[src/rtl/cordic_rot.sv]
// Iterative rotation-mode CORDIC: (magnitude, angle in millidegrees) -> (x, y).
// One micro-rotation per clock, valid/ready handshakes on both sides.
module cordic_rot #(
    parameter int DATA_W = 16,
    parameter int ANG_W  = 18,
    parameter int ITERS  = 16
) (
    input  logic                     clk,
    input  logic                     rst,
    input  logic                     in_valid,
    output logic                     in_ready,
    input  logic signed [DATA_W-1:0] mag_in,
    input  logic signed [ANG_W-1:0]  ang_in,
    output logic                     out_valid,
    input  logic                     out_ready,
    output logic signed [DATA_W-1:0] x_out,
    output logic signed [DATA_W-1:0] y_out
);

    localparam int XW = DATA_W + 2;
    localparam int PW = DATA_W + 17;
    localparam int CW = $clog2(ITERS) + 1;

    localparam logic signed [ANG_W:0]  QUARTER = (ANG_W + 1)'(90000);
    localparam logic signed [ANG_W:0]  HALF    = (ANG_W + 1)'(180000);
    localparam logic signed [PW-1:0]   GAIN    = PW'(19898);
    localparam logic signed [XW-1:0]   SAT_MAX = {3'b000, {(DATA_W-1){1'b1}}};
    localparam logic signed [XW-1:0]   SAT_MIN = {3'b111, {(DATA_W-1){1'b0}}};

    typedef enum logic [1:0] {IDLE, RUN, DONE} state_t;

    state_t                  state;
    logic signed [XW-1:0]    x, y;
    logic signed [ANG_W-1:0] z;
    logic [CW-1:0]           iter;

    logic signed [ANG_W:0]   ang_ext, z_fold;
    logic signed [DATA_W:0]  m;
    logic signed [PW-1:0]    prod, prod_sh;
    logic signed [XW-1:0]    x_load;
    logic signed [ANG_W-1:0] z_load;
    logic signed [XW-1:0]    x_sh, y_sh, x_nxt, y_nxt;
    logic signed [ANG_W-1:0] z_nxt, atan_val;

    function automatic logic signed [ANG_W-1:0] atan_lut(input logic [CW-1:0] idx);
        case (idx)
            0:       atan_lut = ANG_W'(45000);
            1:       atan_lut = ANG_W'(26565);
            2:       atan_lut = ANG_W'(14036);
            3:       atan_lut = ANG_W'(7125);
            4:       atan_lut = ANG_W'(3576);
            5:       atan_lut = ANG_W'(1790);
            6:       atan_lut = ANG_W'(895);
            7:       atan_lut = ANG_W'(448);
            8:       atan_lut = ANG_W'(224);
            9:       atan_lut = ANG_W'(112);
            10:      atan_lut = ANG_W'(56);
            11:      atan_lut = ANG_W'(28);
            12:      atan_lut = ANG_W'(14);
            13:      atan_lut = ANG_W'(7);
            14:      atan_lut = ANG_W'(3);
            15:      atan_lut = ANG_W'(2);
            default: atan_lut = '0;
        endcase
    endfunction

    function automatic logic signed [DATA_W-1:0] sat(input logic signed [XW-1:0] v);
        if (v > SAT_MAX)      sat = SAT_MAX[DATA_W-1:0];
        else if (v < SAT_MIN) sat = SAT_MIN[DATA_W-1:0];
        else                  sat = v[DATA_W-1:0];
    endfunction

    // Fold the angle into [-90, +90] deg by negating the magnitude, then pre-scale by 1/K.
    always_comb begin
        ang_ext = {ang_in[ANG_W-1], ang_in};
        z_fold  = ang_ext;
        m       = {mag_in[DATA_W-1], mag_in};
        if (ang_ext > QUARTER) begin
            z_fold = ang_ext - HALF;
            m      = -{mag_in[DATA_W-1], mag_in};
        end else if (ang_ext < -QUARTER) begin
            z_fold = ang_ext + HALF;
            m      = -{mag_in[DATA_W-1], mag_in};
        end
        z_load  = z_fold[ANG_W-1:0];
        prod    = {{(PW-DATA_W-1){m[DATA_W]}}, m} * GAIN;
        prod_sh = prod >>> 15;
        x_load  = prod_sh[XW-1:0];
    end

    always_comb begin
        atan_val = atan_lut(iter);
        x_sh     = x >>> iter;
        y_sh     = y >>> iter;
        if (!z[ANG_W-1]) begin
            x_nxt = x - y_sh;
            y_nxt = y + x_sh;
            z_nxt = z - atan_val;
        end else begin
            x_nxt = x + y_sh;
            y_nxt = y - x_sh;
            z_nxt = z + atan_val;
        end
    end

    // The final micro-rotation is saturated straight into the output registers.
    always_ff @(posedge clk or posedge rst) begin
        if (rst) begin
            state     <= IDLE;
            in_ready  <= 1'b1;
            out_valid <= 1'b0;
            x_out     <= '0;
            y_out     <= '0;
            x         <= '0;
            y         <= '0;
            z         <= '0;
            iter      <= '0;
        end else begin
            case (state)
                IDLE: begin
                    if (in_valid && in_ready) begin
                        x        <= x_load;
                        y        <= '0;
                        z        <= z_load;
                        iter     <= '0;
                        in_ready <= 1'b0;
                        state    <= RUN;
                    end
                end
                RUN: begin
                    x <= x_nxt;
                    y <= y_nxt;
                    z <= z_nxt;
                    if (iter == CW'(ITERS - 1)) begin
                        x_out     <= sat(x_nxt);
                        y_out     <= sat(y_nxt);
                        out_valid <= 1'b1;
                        state     <= DONE;
                    end else begin
                        iter <= iter + 1'b1;
                    end
                end
                DONE: begin
                    if (out_ready) begin
                        out_valid <= 1'b0;
                        in_ready  <= 1'b1;
                        state     <= IDLE;
                    end
                end
                default: state <= IDLE;
            endcase
        end
    end

endmodule

[config.mk]
export PLATFORM = sky130hd
export DESIGN_NAME = cordic_rot
export DESIGN_NICKNAME = d
export VERILOG_FILES = /design/src/rtl/cordic_rot.sv
export SDC_FILE = /design/constraint.sdc
export NUM_CORES = 1
export LEC_CHECK = 0
export CORE_ASPECT_RATIO = 0.6
export CORE_MARGIN = 2
export CORE_UTILIZATION = 60
export DETAILED_ROUTE_END_ITERATION = 16
export PLACE_DENSITY = 0.89
export SKIP_LAST_GASP = 1
export SYNTH_ARGS = -nofsm -noshare
export SYNTH_HDL_FRONTEND = slang
export SYNTH_SLANG_ARGS = --single-unit
export TNS_END_PERCENT = 5
[constraint.sdc]
create_clock -name clk -period 13.19 [get_ports clk]
set_input_delay 3.2975 -clock clk [delete_from_list [all_inputs] [get_ports clk]]
set_output_delay 3.2975 -clock clk [all_outputs]
set_load 0.02 [all_outputs]
==> results of run 1 <==
[tightest hold or removal path, stage by stage (launching register included)]
cell	delay (ns)
dfrtp_1	0.35
nand2_1	0.05
o21ai_1	0.06
[through the flow]
stage	instances	hold WS [ns]	instance area (um^2)	util, %	worst slack [ns]
global route	2171	0.5230	16860	66.42	0.7055
global placement	2155	0.4668	16570	65.25	1.276
finish	2172	0.4949	16870	66.43	1.225
detailed placement	2155	0.4844	16570	65.25	1.043
CTS	2171	0.4997	16860	66.42	1.414
floorplan	1777	0.4563	15550	-	2.479
[final timing paths]
kind,endpoint,depth (start not counted)
hold / removal,y_out[15],2
hold reg to reg,y_out[15],2
max in group asynchronous,x_out[14],3
min in group asynchronous,iter[3],2
setup reg to reg,x_out[1],18
setup / recovery,x[11],29
[synthesized netlist by cell type, drive strengths merged (16+ instances only)]
cell      n  area [um^2]
o21ai    74        400.4
a22o     20        175.2
a22oi    18        148.9
mux4     28        630.6
dfrtp    94         2352
nor2    155        606.8
nand3    23        115.1
o22ai    34        226.5
mux2     16        195.2
inv     180        675.6
nand2b   17        106.4
o21bai   16        127.6
mux2i    18        180.2
a31oi    27        168.9
xor2     71        621.9
a21o     41        307.8
a21oi   140        779.5
clkbuf   48        180.2
nor2b    26        162.7
a211oi   20        167.7
nand2   106        397.9
buf      28        198.9
fa       98         1962
nor3     35        175.2
ha      184         2302
xnor2    86        768.2
[final cells by class]
type                       count  area, um^2  share of cell area, %
timing repair buffer         102       943.4                  5.593
tap                          352       440.4                  2.611
clock buffer                   9       225.2                  1.335
antenna                        1       2.502                0.01484
clock inverter                 7       70.07                 0.4154
inverter                     182       685.7                  4.065
sequential                    95        2380                  14.11
multi-input combinational   1424       12120                  71.86
[metal layers]
| layer | global-route usage, % | vias to the layer above |
|---|---|---|
| met5 | 0 | - |
| met4 | 4.681 | 2 |
| met3 | 15.84 | 51 |
| met2 | 45.90 | 895 |
| met1 | 56.95 | 6898 |
| li1 | - | 6379 |
[kinds of logic (layout without fill, tap and decap cells)]
| family | after synthesis | in the layout |
|---|---|---|
| AOI/OAI and AO/OA | 484 | 484 |
| and+or+nand+nor | 438 | 438 |
| adders and majority gates | 282 | 282 |
| buffers and inverters | 258 | 300 |
| xor gates and xnor gates | 158 | 158 |
| DFF | 95 | 95 |
| muxes | 62 | 62 |
| other | 0 | 1 |
[flip-flops by register name, summed over array words and instances (netlist names)]
name	flops
iter	5
y	18
x_out	16
z	18
in_ready	1
x	18
state	2
out_valid	1
y_out	16
[cell usage in the layout (no fill, tap or decap), drive strengths merged, types with 10 or more instances in the layout]
| cell | instances |
|---|---|
| inv | 181 |
| mux2i | 18 |
| ha | 184 |
| nand2 | 106 |
| o211ai | 10 |
| a211oi | 20 |
| dfrtp | 94 |
| nor2 | 155 |
| o21ai | 74 |
| and3 | 11 |
| nor3 | 35 |
| o21a | 13 |
| o31ai | 12 |
| fa | 98 |
| buf | 31 |
| mux2 | 16 |
| o21bai | 16 |
| nand3 | 23 |
| o22ai | 34 |
| xor2 | 71 |
| a22oi | 18 |
| a21o | 41 |
| nor2b | 26 |
| nand2b | 17 |
| mux4 | 28 |
| a21oi | 140 |
| xnor2 | 86 |
| and2 | 12 |
| clkdlybuf4s50 | 71 |
| a22o | 20 |
| or2 | 10 |
| a31oi | 27 |
==> impl_results.md, run 1 <==
* Status: finished, final reports clean
* Syn-to-layout area delta at 8.464%
* Total Routed Length at 48270 um
* Initial DRC count at 1786
* Main synth FF type: dfrtp_1
* CTS Buf Count at 9
* Final cycle utilization of the critical path at 90.71%
* Compound-Gate Fraction of Synth Area at 21.47%
* Fillers at 2028
* Total overflow reported by the global router at 0
* Routed len/inst at 22.23 um
* Met1 Routed Length at 22570 um
* First-pass GRT wire length at 75970 um
* Kind of end point of the critical path: register
* Worst hold path class: reg -> reg
* Worst setup startpoint: ang_in[8]
* Synth Register Bits at 95
* Core area at 25390 um^2
* Clock Tree Buf Depth at 2
* WP data arrival at 12.22 ns
* Worst path max stage delay at 0.65 ns
* IO Count at 72
* Yosys warning count at 0
* Setup TNS at 0 ns
* CTS tree: built
* Worst skew pair latency at 0.38 ns
* Via density at 6.549
* Synth Cell Area at 15550 um^2
* Worst-margin pin slew at 1.007 ns
* Register area share after synthesis at 15.29%
* CTS H-tree lvls at 3
* Die X at 211.8 um
* Clock-pin slew on the worst setup and hold paths at 0.07 ns
* Layout cells sized above 1 at 9.016%
* Top Metal Used: met5
* Final Setup Violations at 0
* Post_cts resized at 0
* GRT Resource Usage Total at 36.32%
* Largest family of logic cells by synthesized area: adder cells
* Fin nets at 2134
* Final setup skew at 0.01128 ns
* Startpoint Class: input pin
* Port Buffers at 71
* Max stage delay cell, worst path: a311oi_1
* DRT Pass-1 Iters at 6
* Max-cap viol count at 0
* Hold Startpoint: y_out[15]
* Clk root buf: clkbuf_16
* Final Hold Viols at 0
* CTS Sinks at 95
* Simple-gate area share of the yosys netlist at 13.42%
* Die span in y at 128.7 um
* Routed vias at 14230
* Setup CP Type: in -> reg
* DRC at 0
* Synth Area in XOR/XNOR at 9.092%
* Max-slew violation count at 0
* Vias in the first global route at 13400
* Largest net degree at the start of global routing at 54
* Syn nets at 2097
* Avg Cell Area, Syn at 8.751 um^2
* RSZ-0062 raised after global routing: false
* Adder-Cell Fraction of Synth Area at 27.42%
* Crit path buf inv count at 6
* Post-synthesis mux area share at 6.469%
* Reg2reg start: iter[0]
* Worst Path Required at 13.44 ns
* Post-synth EDFFs at 0
* Synth unique cells at 93
* Met3 wire len at 7531 um
* Max-slew headroom at 32.88%
* Top Family by Delay on Critical Path: adder cells
* Initial Util at 61.24%
* GP Congestion at 1.062
* Asr flop ratio synth at 100.0%
* Syn Inst Count at 1777
* WL met2 at 17720 um
* Critical Path Fanout Max at 10
* Die footprint at 27260 um^2
* Post-CTS Hold Buffers at 0
* FP Rows at 45
* Antenna-violating nets left at 0
* R2R setup slack at 6.23 ns
* Initial antenna violation count at 2
* Fmax at 83.58 MHz
* Post CTS Setup Buffer Count at 0
* Post-DP HPWL at 39320 um
* Min Tclk post-route at 11.96 ns
Power of run 1 is left out: the tool's default activity adds up to more than one toggle a clock period on the data nets, which glitch-free logic cannot reach.
==> run 2, diff against run 1 <==
--- a/config.mk
+++ b/config.mk
@@ -9,7 +9,9 @@
 export CORE_MARGIN = 2
 export CORE_UTILIZATION = 60
 export DETAILED_ROUTE_END_ITERATION = 16
-export PLACE_DENSITY = 0.89
+export DONT_BUFFER_PORTS = 1
+export PLACE_DENSITY = 0.86
+export SETUP_SLACK_MARGIN = 0.5
 export SKIP_LAST_GASP = 1
 export SYNTH_ARGS = -nofsm -noshare
 export SYNTH_HDL_FRONTEND = slang
==> run 2 against run 1 <==
Final cell count is 3.6% lower. Largest cell class unchanged. Routed wire length is 4.4% lower. Setup slack better by 0.29 ns. Clock skew down 0.0017 ns. Highest routed layer unchanged. Core utilization fell by 3.0 points. Sequential cell count did not move. Clock-buffer cell count grew 1. Sequential share of layout area up 0.66 points. Global-route usage is 1.2 points lower. Register-to-register slack got worse by 0.18 ns. Die area unchanged.
==> impl_results.md, run 2 (synthesis results as in run 1) <==
* Worst r2r path cells at 20 (+2)
* Worst r2r dst: y_out[5]
* Worst Path Required at 13.45 ns (about the same)
* Die X at 211.8 um (unchanged)
* Die footprint at 27260 um^2 (unchanged)
* Critical Path Fanout Max at 10 (unchanged)
* Syn-to-layout area delta at 3.629%
* Initial antenna violation count at 2 (unchanged)
* Final Setup Violations at 0 (unchanged)
* Most frequent cells in the layout: ha_1 (184), inv_1 (178), nor2_1 (144)
* Total Routed Length at 46170 um (-4.4%)
* WHS Path Cells at 2 (unchanged)
* Die span in y at 128.7 um (unchanged)
* Initial DRC count at 1694 (-5.2%)
* Worst-margin pin slew at 1.199 ns (+0.1927 ns)
* Setup TNS at 0 ns (unchanged)
* Post-CTS Hold Buffers at 0 (unchanged)
* Fin nets at 2056 (-3.7%)
* Fillers at 2106 (+3.8%)
* Core area at 25390 um^2 (unchanged)
* Port Buffers at 0 (-100%)
* Clock Tree Buf Depth at 2 (unchanged)
* Routed len/inst at 22.05 um (-0.80%)
* Final cycle utilization of the critical path at 88.52% (-2.2 points)
* Area of the multi-input gates at 12120 um^2 (unchanged)
* Final setup skew at 0.009581 ns (-0.001700 ns)
* Cell area after layout at 16120 um^2 (-4.5%)
* CTS Buf Count at 9 (unchanged)
* DRC at 0 (unchanged)
* Min Tclk post-route at 11.68 ns (-0.2888 ns)
* Post_cts resized at 0 (unchanged)
* Most common cell after layout, fill and taps aside: ha_1
* Fmax at 85.65 MHz (+2.5%)
* Via density at 6.656 (+1.6%)
* Clock-pin slew on the worst setup and hold paths at 0.07 ns (about the same)
* R2R setup slack at 6.05 ns (-0.18 ns)
* WP data arrival at 11.93 ns (-0.29 ns)
* GP Congestion at 1.049 (-1.2%)
* Max-cap viol count at 0 (unchanged)
* Startpoint Class: input pin
* Final Hold Viols at 0 (unchanged)
* Final Util at 63.46% (-3.0 points)
* Routed vias at 13940 (-2.0%)
* Worst skew pair latency at 0.38 ns (about the same)
* Initial Util at 61.24% (unchanged)
* Post CTS Setup Buffer Count at 0 (unchanged)
* Crit path buf inv count at 4 (-2)
* Placed Instance Area at 15810 um^2 (-4.6%)
* Antenna-violating nets left at 0 (unchanged)
* Biggest regs: x (18), y (18), z (18)
* Post-DP HPWL at 37220 um (-5.3%)
* FP Rows at 45 (unchanged)
* Setup CP Type: in -> reg
* Reg2reg start: iter[0]
* Largest net degree at the start of global routing at 54 (unchanged)
* Worst hold path class: reg -> reg
* Register area at 2380 um^2 (unchanged)
* Top Family by Delay on Critical Path: adder cells
* Vias in the first global route at 13260 (-1.0%)
* RSZ-0062 raised after global routing: false
* Clk root buf: clkbuf_16
* Total overflow reported by the global router at 0 (unchanged)
* DRT Pass-1 Iters at 8 (+2)
* CTS H-tree lvls at 3 (unchanged)
* Status: finished, final reports clean
* Worst path max stage delay at 0.84 ns (+0.19 ns)
* IO Count at 72 (unchanged)
* Hold Slack at 0.5056 ns (+0.01080 ns)
* CTS Sinks at 95 (unchanged)
* First-pass GRT wire length at 73950 um (-2.7%)
* Kind of end point of the critical path: register
* Max stage delay cell, worst path: xnor2_1
* CTS tree: built
* GRT Resource Usage Total at 35.12% (-1.2 points)
* Max-slew violation count at 0 (unchanged)
* Hold Startpoint: z[5]
* Hold Path End: z[5]
* Max-slew headroom at 19.64% (-13 points)
* Layout cells sized above 1 at 9.018% (about the same)
-- run 2: cell types whose count changed in the layout (fill, tap and decap cells not counted), sizes merged --
cell           previous run  this run
buf                      31        24
bufinv                    0         1
clkbuf                    9        10
clkdlybuf4s50            71         0
clkinv                    7         4
clkinvlp                  1         2
-- run 2: cell type report --
cell class / instances / area share [%]
Multi-Input combinational cell: 1424 / 75.21
Sequential cell: 95 / 14.77
Inverter: 182 / 4.255
Tap cell: 352 / 2.733
Clock buffer: 10 / 1.483
Timing Repair Buffer: 24 / 1.118
Clock inverter: 6 / 0.4193
Antenna cell: 1 / 0.01553
-- run 2: layer usage --
metal	global-route usage, %	share of wire [%]	vias to the layer above
met5	2.241	0.24	-
li1	-	-	6228
met4	5.758	1.2	6
met3	15.08	15	67
met2	45.24	38	885
met1	53.80	46	6752
-- run 2: worst max-delay path by stage --
stage                     cells after the start  slack [ns]       start  endpoint
after floorplan                              31        2.48   ang_in[8]     x[15]
after global placement                       28        1.51  ang_in[10]     x[15]
after detailed placement                     28        1.34  ang_in[10]     x[15]
after CTS                                    28        1.72  ang_in[10]     x[15]
after global routing                         28        1.07  ang_in[10]     x[15]
final                                        28        1.51  ang_in[10]     x[15]
-- run 2: metrics by stage --
stage                     cells  worst slack, ns
after floorplan            1777            2.479
after global placement     2077            1.507
after detailed placement   2077            1.344
after CTS                  2093            1.715
after global routing       2093            1.070
final                      2094            1.514
-- run 2: worst register-to-register path: stages, from the launching register on --
cell,delay (ns)
dfrtp_2,0.34
buf_4,0.61
mux2_2,0.53
mux4_2,0.57
a211oi_2,0.40
o2111a_1,0.27
and3_1,0.29
nand2_1,0.15
nor2_1,0.18
nor2_1,0.07
xor2_1,0.16
ha_1,0.39
nand3_1,0.13
a211oi_1,0.42
nor4b_1,0.18
o21ai_0,0.52
a21o_1,0.20
a21oi_1,0.09
xnor2_2,0.92
o22ai_4,0.39
a21oi_2,0.24
Power of run 2 is left out for the same reason.
